===== config.mk =====
export PLATFORM = sky130hd
export DESIGN_NAME = pu_sequencer
export DESIGN_NICKNAME = d
export VERILOG_FILES = /design/src/rtl/pu_sequencer.sv
export SDC_FILE = /design/constraint.sdc
export NUM_CORES = 1
export LEC_CHECK = 0
export CORE_ASPECT_RATIO = 1.4
export CORE_MARGIN = 5
export CORE_UTILIZATION = 40
export CTS_BUF_LIST = sky130_fd_sc_hd__clkbuf_4 sky130_fd_sc_hd__clkbuf_8
export CTS_CLUSTER_SIZE = 12
export DETAILED_ROUTE_END_ITERATION = 16
export GPL_TIMING_DRIVEN = 0
export PLACE_DENSITY = 0.88
export SLEW_MARGIN = 10
export SYNTH_ARGS = -nofsm -noshare
export SYNTH_HDL_FRONTEND = slang
export SYNTH_SLANG_ARGS = --single-unit

===== constraint.sdc =====
create_clock -name clk -period 1.9 [get_ports clk]
set_input_delay 0.475 -clock clk [delete_from_list [all_inputs] [get_ports clk]]
set_output_delay 0.475 -clock clk [all_outputs]
set_load 0.05 [all_outputs]

===== src/rtl/pu_sequencer.sv =====
// Operand/control sequencer for the 4-input processing unit: accepts an operand set,
// steps the PU through multiply and sum, then hands the activation result downstream.
module pu_sequencer #(
  parameter int CNT_W = 8
) (
  input  logic             clk,
  input  logic             rst,
  input  logic             in_valid,
  output logic             in_ready,
  input  logic [19:0]      in_x,
  input  logic [19:0]      in_w,
  output logic [4:0]       x1,
  output logic [4:0]       x2,
  output logic [4:0]       x3,
  output logic [4:0]       x4,
  output logic [4:0]       w1,
  output logic [4:0]       w2,
  output logic [4:0]       w3,
  output logic [4:0]       w4,
  output logic             mul_en,
  output logic             sum_en,
  input  logic [4:0]       pu_out,
  input  logic             pu_s,
  output logic             out_valid,
  input  logic             out_ready,
  output logic [4:0]       out_data,
  output logic             out_s,
  output logic             busy,
  input  logic             clr_cnt,
  output logic [CNT_W-1:0] nz_count
);

  typedef enum logic [2:0] {IDLE, MUL, SUM, CAP, OUT} state_t;

  state_t state_q, state_d;
  logic   accept;

  function automatic logic [CNT_W-1:0] sat_inc(input logic [CNT_W-1:0] v);
    return (&v) ? v : v + {{(CNT_W-1){1'b0}}, 1'b1};
  endfunction

  always_ff @(posedge clk or negedge rst) begin
    if (!rst) state_q <= IDLE;
    else      state_q <= state_d;
  end

  always_comb begin
    state_d  = state_q;
    in_ready = 1'b0;
    case (state_q)
      IDLE: begin
        in_ready = 1'b1;
        if (in_valid) state_d = MUL;
      end
      MUL: state_d = SUM;
      SUM: state_d = CAP;
      CAP: state_d = OUT;
      OUT: begin
        // Same-cycle hand-off: a waiting operand set is taken as the result leaves.
        if (out_ready) begin
          in_ready = 1'b1;
          state_d  = in_valid ? MUL : IDLE;
        end
      end
      default: state_d = IDLE;
    endcase
  end

  assign accept    = in_valid && in_ready;
  assign mul_en    = (state_q == MUL);
  assign sum_en    = (state_q == SUM);
  assign out_valid = (state_q == OUT);
  assign busy      = (state_q != IDLE);

  // Stage p0: operand capture on the input handshake
  always_ff @(posedge clk or negedge rst) begin
    if (!rst) begin
      {x4, x3, x2, x1} <= '0;
      {w4, w3, w2, w1} <= '0;
    end else if (accept) begin
      {x4, x3, x2, x1} <= in_x;
      {w4, w3, w2, w1} <= in_w;
    end
  end

  // Stage p1: result capture and nonzero tally
  always_ff @(posedge clk or negedge rst) begin
    if (!rst) begin
      out_data <= '0;
      out_s    <= 1'b0;
      nz_count <= '0;
    end else begin
      if (state_q == CAP) begin
        out_data <= pu_out;
        out_s    <= pu_s;
      end
      if (clr_cnt)
        nz_count <= '0;
      else if (state_q == CAP && pu_s)
        nz_count <= sat_inc(nz_count);
    end
  end

endmodule


==> results of run 1 <==
worst max-delay path, delay by kind of cell:
family / cells / cell delay, ps
buffers and inverters: 2 / 620
AND/OR/NAND/NOR: 2 / 280
final timing paths:
kind                                    startpoint                      end  slack, ps  cells past startpoint
max                                      out_ready                 in_ready         50                      4
min in group clk                 w2[0]$_DFFE_PN0P_        w2[0]$_DFFE_PN0P_        480                      1
max in group asynchronous                      rst   state_q[2]$_DFFE_PN0P_       1210                      1
min reg2reg                      w2[0]$_DFFE_PN0P_        w2[0]$_DFFE_PN0P_        480                      1
min                                            rst  nz_count[1]$_DFFE_PN0P_        180                      1
max reg2reg                nz_count[0]$_DFFE_PN0P_  nz_count[2]$_DFFE_PN0P_        140                      4
area by class of cell:
type                       instances  area (sq um)
tap                               70         87.58
clock buffer                      11         145.1
buffer                             7         71.32
multi-input combinational        101         944.7
sequential                        57          1426
clock inverter                     5         55.05
fill                             477          2086
timing repair buffer             111          1032
inverter                           4         15.01
through the flow:
| stage | util [%] | instances | power (uW) |
|---|---|---|---|
| floorplan | - | 169 | 5035 |
| global placement | 61.63 | 348 | 6457 |
| detailed placement | 61.59 | 348 | 6556 |
| CTS | 63.76 | 364 | 7319 |
| global route | 64.43 | 366 | 7688 |
| finish | 64.43 | 366 | 7318 |
power by group:
part           leakage, uW  total [uW]  switching (uW)  internal, uW
Combinational     0.000942        4160            2770          1390
Sequential        0.000692        2020             267          1760
Clock            0.0000987        1130             480           651
Total              0.00173        7320            3520          3800
state kept, by name (all words and copies together), names as in the netlist:
name      count
nz_count      8
out_data      5
out_s         1
state_q       3
w1            5
w2            5
w3            5
w4            5
x1            5
x2            5
x3            5
x4            5
cell usage after synthesis:
library cell,count
nand2b_1,4
mux2i_1,1
or3_1,1
nor4_2,1
nand4b_4,1
nor2_4,1
buf_6,4
and3_1,1
nand3b_1,1
ha_1,1
dfrtp_1,57
a31oi_1,1
nor2b_1,4
nand3_4,1
o31a_1,1
nor3b_1,2
inv_1,4
a211oi_1,5
nand2_1,3
and4_1,1
nand4_1,2
nand3_1,2
nor2_1,7
or2_2,1
mux2_2,46
nor3_1,2
and2_1,2
clkbuf_1,1
buf_4,2
a21oi_1,3
o31ai_1,1
mux2_1,5
cells in the final DEF (no fill, tap or decap), types with 3 or more instances in the layout:
cell	synthesis	routed
a211oi_1	5	5
mux2_2	46	46
mux2_1	5	5
nor2b_1	4	4
nor2_1	7	7
nand2_1	3	3
nand2b_1	4	3
clkdlybuf4s50_1	0	49
inv_1	4	4
dfrtp_1	57	57
clkbuf_8	0	10
clkbuf_4	0	3
buf_4	2	3
buf_6	4	7
a21oi_1	3	3
dlygate4sd2_1	0	54
metal layers:
metal,GRT usage (%),wire [microns],up-vias
li1,-,-,843
met1,18.15,2041,907
met2,28.17,3205,74
met3,4.232,545,14
met4,7.672,142,0
met5,0,0,-
cell families (layout without fill, tap and decap cells):
| logic type | after synthesis | count (layout) |
|---|---|---|
| AO/OA/AOI/OAI | 11 | 11 |
| adder cells (fa/ha/maj) | 1 | 1 |
| buffers and inverters | 11 | 138 |
| flip-flops | 57 | 57 |
| multiplexers | 52 | 52 |
| AND/OR/NAND/NOR | 37 | 37 |
what timing repair did:
| item | CTS | global route |
|---|---|---|
| endpoints found under the hold margin | 0 | 0 |
| gates resized for setup | 84 | 7 |
| endpoints found under the setup margin | 59 | 4 |
| setup buffers | 0 | 2 |
==> out/qor.tcl, run 1 <==
set qor(wire_per_inst_microns) 16.21
set qor(cts-buffers-inserted) 9
set qor(synth_xor_area_share_pct) 0
set qor(grt_pass1_vias) 1947
set qor(wl_microns) 5934
set qor(status) {completed}
set qor(number_of_drc_markers_after_the_initial_detailed_route_iteration) 56
set qor(floorplan.rows) 33
set qor(vias_per_cell) 5.022
set qor(pin_count) 110
set qor(initial_core_util_pct) 41.36
set qor(dp_hpwl_microns) 4445
set qor(synth_top_family_by_area) {multiplexers}
set qor(slew-limit-headroom_pct) 52.16
set qor(finalMaxSlewViolations) 0
set qor(cts_htree_levels) 3
set qor(final.period_utilization_pct) 97.33
set qor(synth.top_cell.area_share_pct) 58.82
set qor(syn_area_sq_um) 2425
set qor(die_area_sq_um) 7742
set qor(layout.nets) 343
set qor(timing.final.ws_setup_ps) 50.80
set qor(tightestPinTransition_ps) 717.6
set qor(clock-sinks) 57
set qor(total_leakage_power_uw) 0.001732
set qor(critical_path_required_ps) 1420
set qor(worst-endpoint-arrival_ps) 1370
set qor(grt-ovfl-total) 0
set qor(report.final.hold_viol_count) 0
set qor(vias) 1838
set qor(yosysWarningCount) 0
set qor(finalClockSkew_ps) 9.848
set qor(grt_start_max_net_pins) 58
set qor(cap_viol_max_count) 0
set qor(detail_route.drc_violations) 0
set qor(crit_path_end_kind) {output port}
set qor(post_route_cells_drive_above_1_share_pct) 29.05
set qor(setup_viol) 0
set qor(post_synth_and_or_nand_nor_area_fraction_pct) 10.22
set qor(cts-hold-fix-buffers) 0
set qor(worst_skew_pair.late_latency_ps) 330
set qor(critPathKind) {input pin to output port}
set qor(grt_pass1_wl_microns) 9570
set qor(peakVddDrop_v) 0.001251
set qor(die_width_microns) 75.81
set qor(muxShareOfSynthArea_pct) 24.10
set qor(synth_adder_area_share_pct) 0.5160
set qor(floorplan.core_area_sq_um) 5863
set qor(synth_compound_gate_area_share_pct) 3.096
set qor(clk_path_buf_depth) 2
set qor(power-per-cell-area_nw_per_um2) 1937
set qor(port_buffers) 109
set qor(clock-root-buffer) {clkbuf_8}
set qor(synth-seq-area-share_pct) 58.82
set qor(drtPass1Iterations) 4
set qor(tritoncts) {done}
set qor(placement.setup.worst_slack_ps) -695.5
set qor(postSynthRegisterBits) 57
set qor(postPlaceCellArea_sq_um) 3611
set qor(num_antenna_cells) 0
set qor(fin_setup_tns_ps) 0
set qor(critPathSlowestCell) {clkdlybuf4s50_1}
set qor(synth_cell_type_count) 32
set qor(synthesis.nets) 221
set qor(initial_antenna_violation_count) 0
set qor(final_area_sq_um) 3777
set qor(place_congestion) 0.7914
set qor(yosysTopAreaCell) {dfrtp_1}
set qor(postSynthCellCount) 169
set qor(period_needed_ps) 1849
set qor(syn_area_per_cell_sq_um) 14.35
set qor(crit_path_max_incr_delay_ps) 480
set qor(hold-worst-slack_ps) 181.8
set qor(die_height_microns) 102.1
set qor(final_antenna_net_count) 0
set qor(timing.critical_path.fanout_max) 3
set qor(max_freq_mhz) 540.8
set qor(kind_of_start_point_of_the_critical_path) {input pin}
set qor(clkSlewWorstSetupHoldPaths_ps) 70
set qor(area_growth_pct) 55.78
set qor(rsz0062_at_grt) {false}
set qor(synth_area_leaders) {dfrtp_1 (59%), mux2_2 (21%), mux2_1 (2.3%)}
set qor(holdCritPathClass) {input pin to asynchronous set/reset pin}
set qor(track_usage_pct) 16.28
set qor(worstPathCellList) {clkdlybuf4s50_1 > nand2b_4 > and2_4 > buf_8}
(Power assumes the default switching activity.)
==> inputs of run 2 (changes only) <==
Settings changed: CAP_MARGIN set to 0.
==> results of run 2 <==
No change in the layout: final DEF, timing and power equal those of run 1.
==> inputs of run 3 (changes only) <==
Settings changed: CTS_CLUSTER_SIZE 12 to 10.
==> results of run 3 <==
No change in the layout: final DEF, timing and power equal those of run 1.
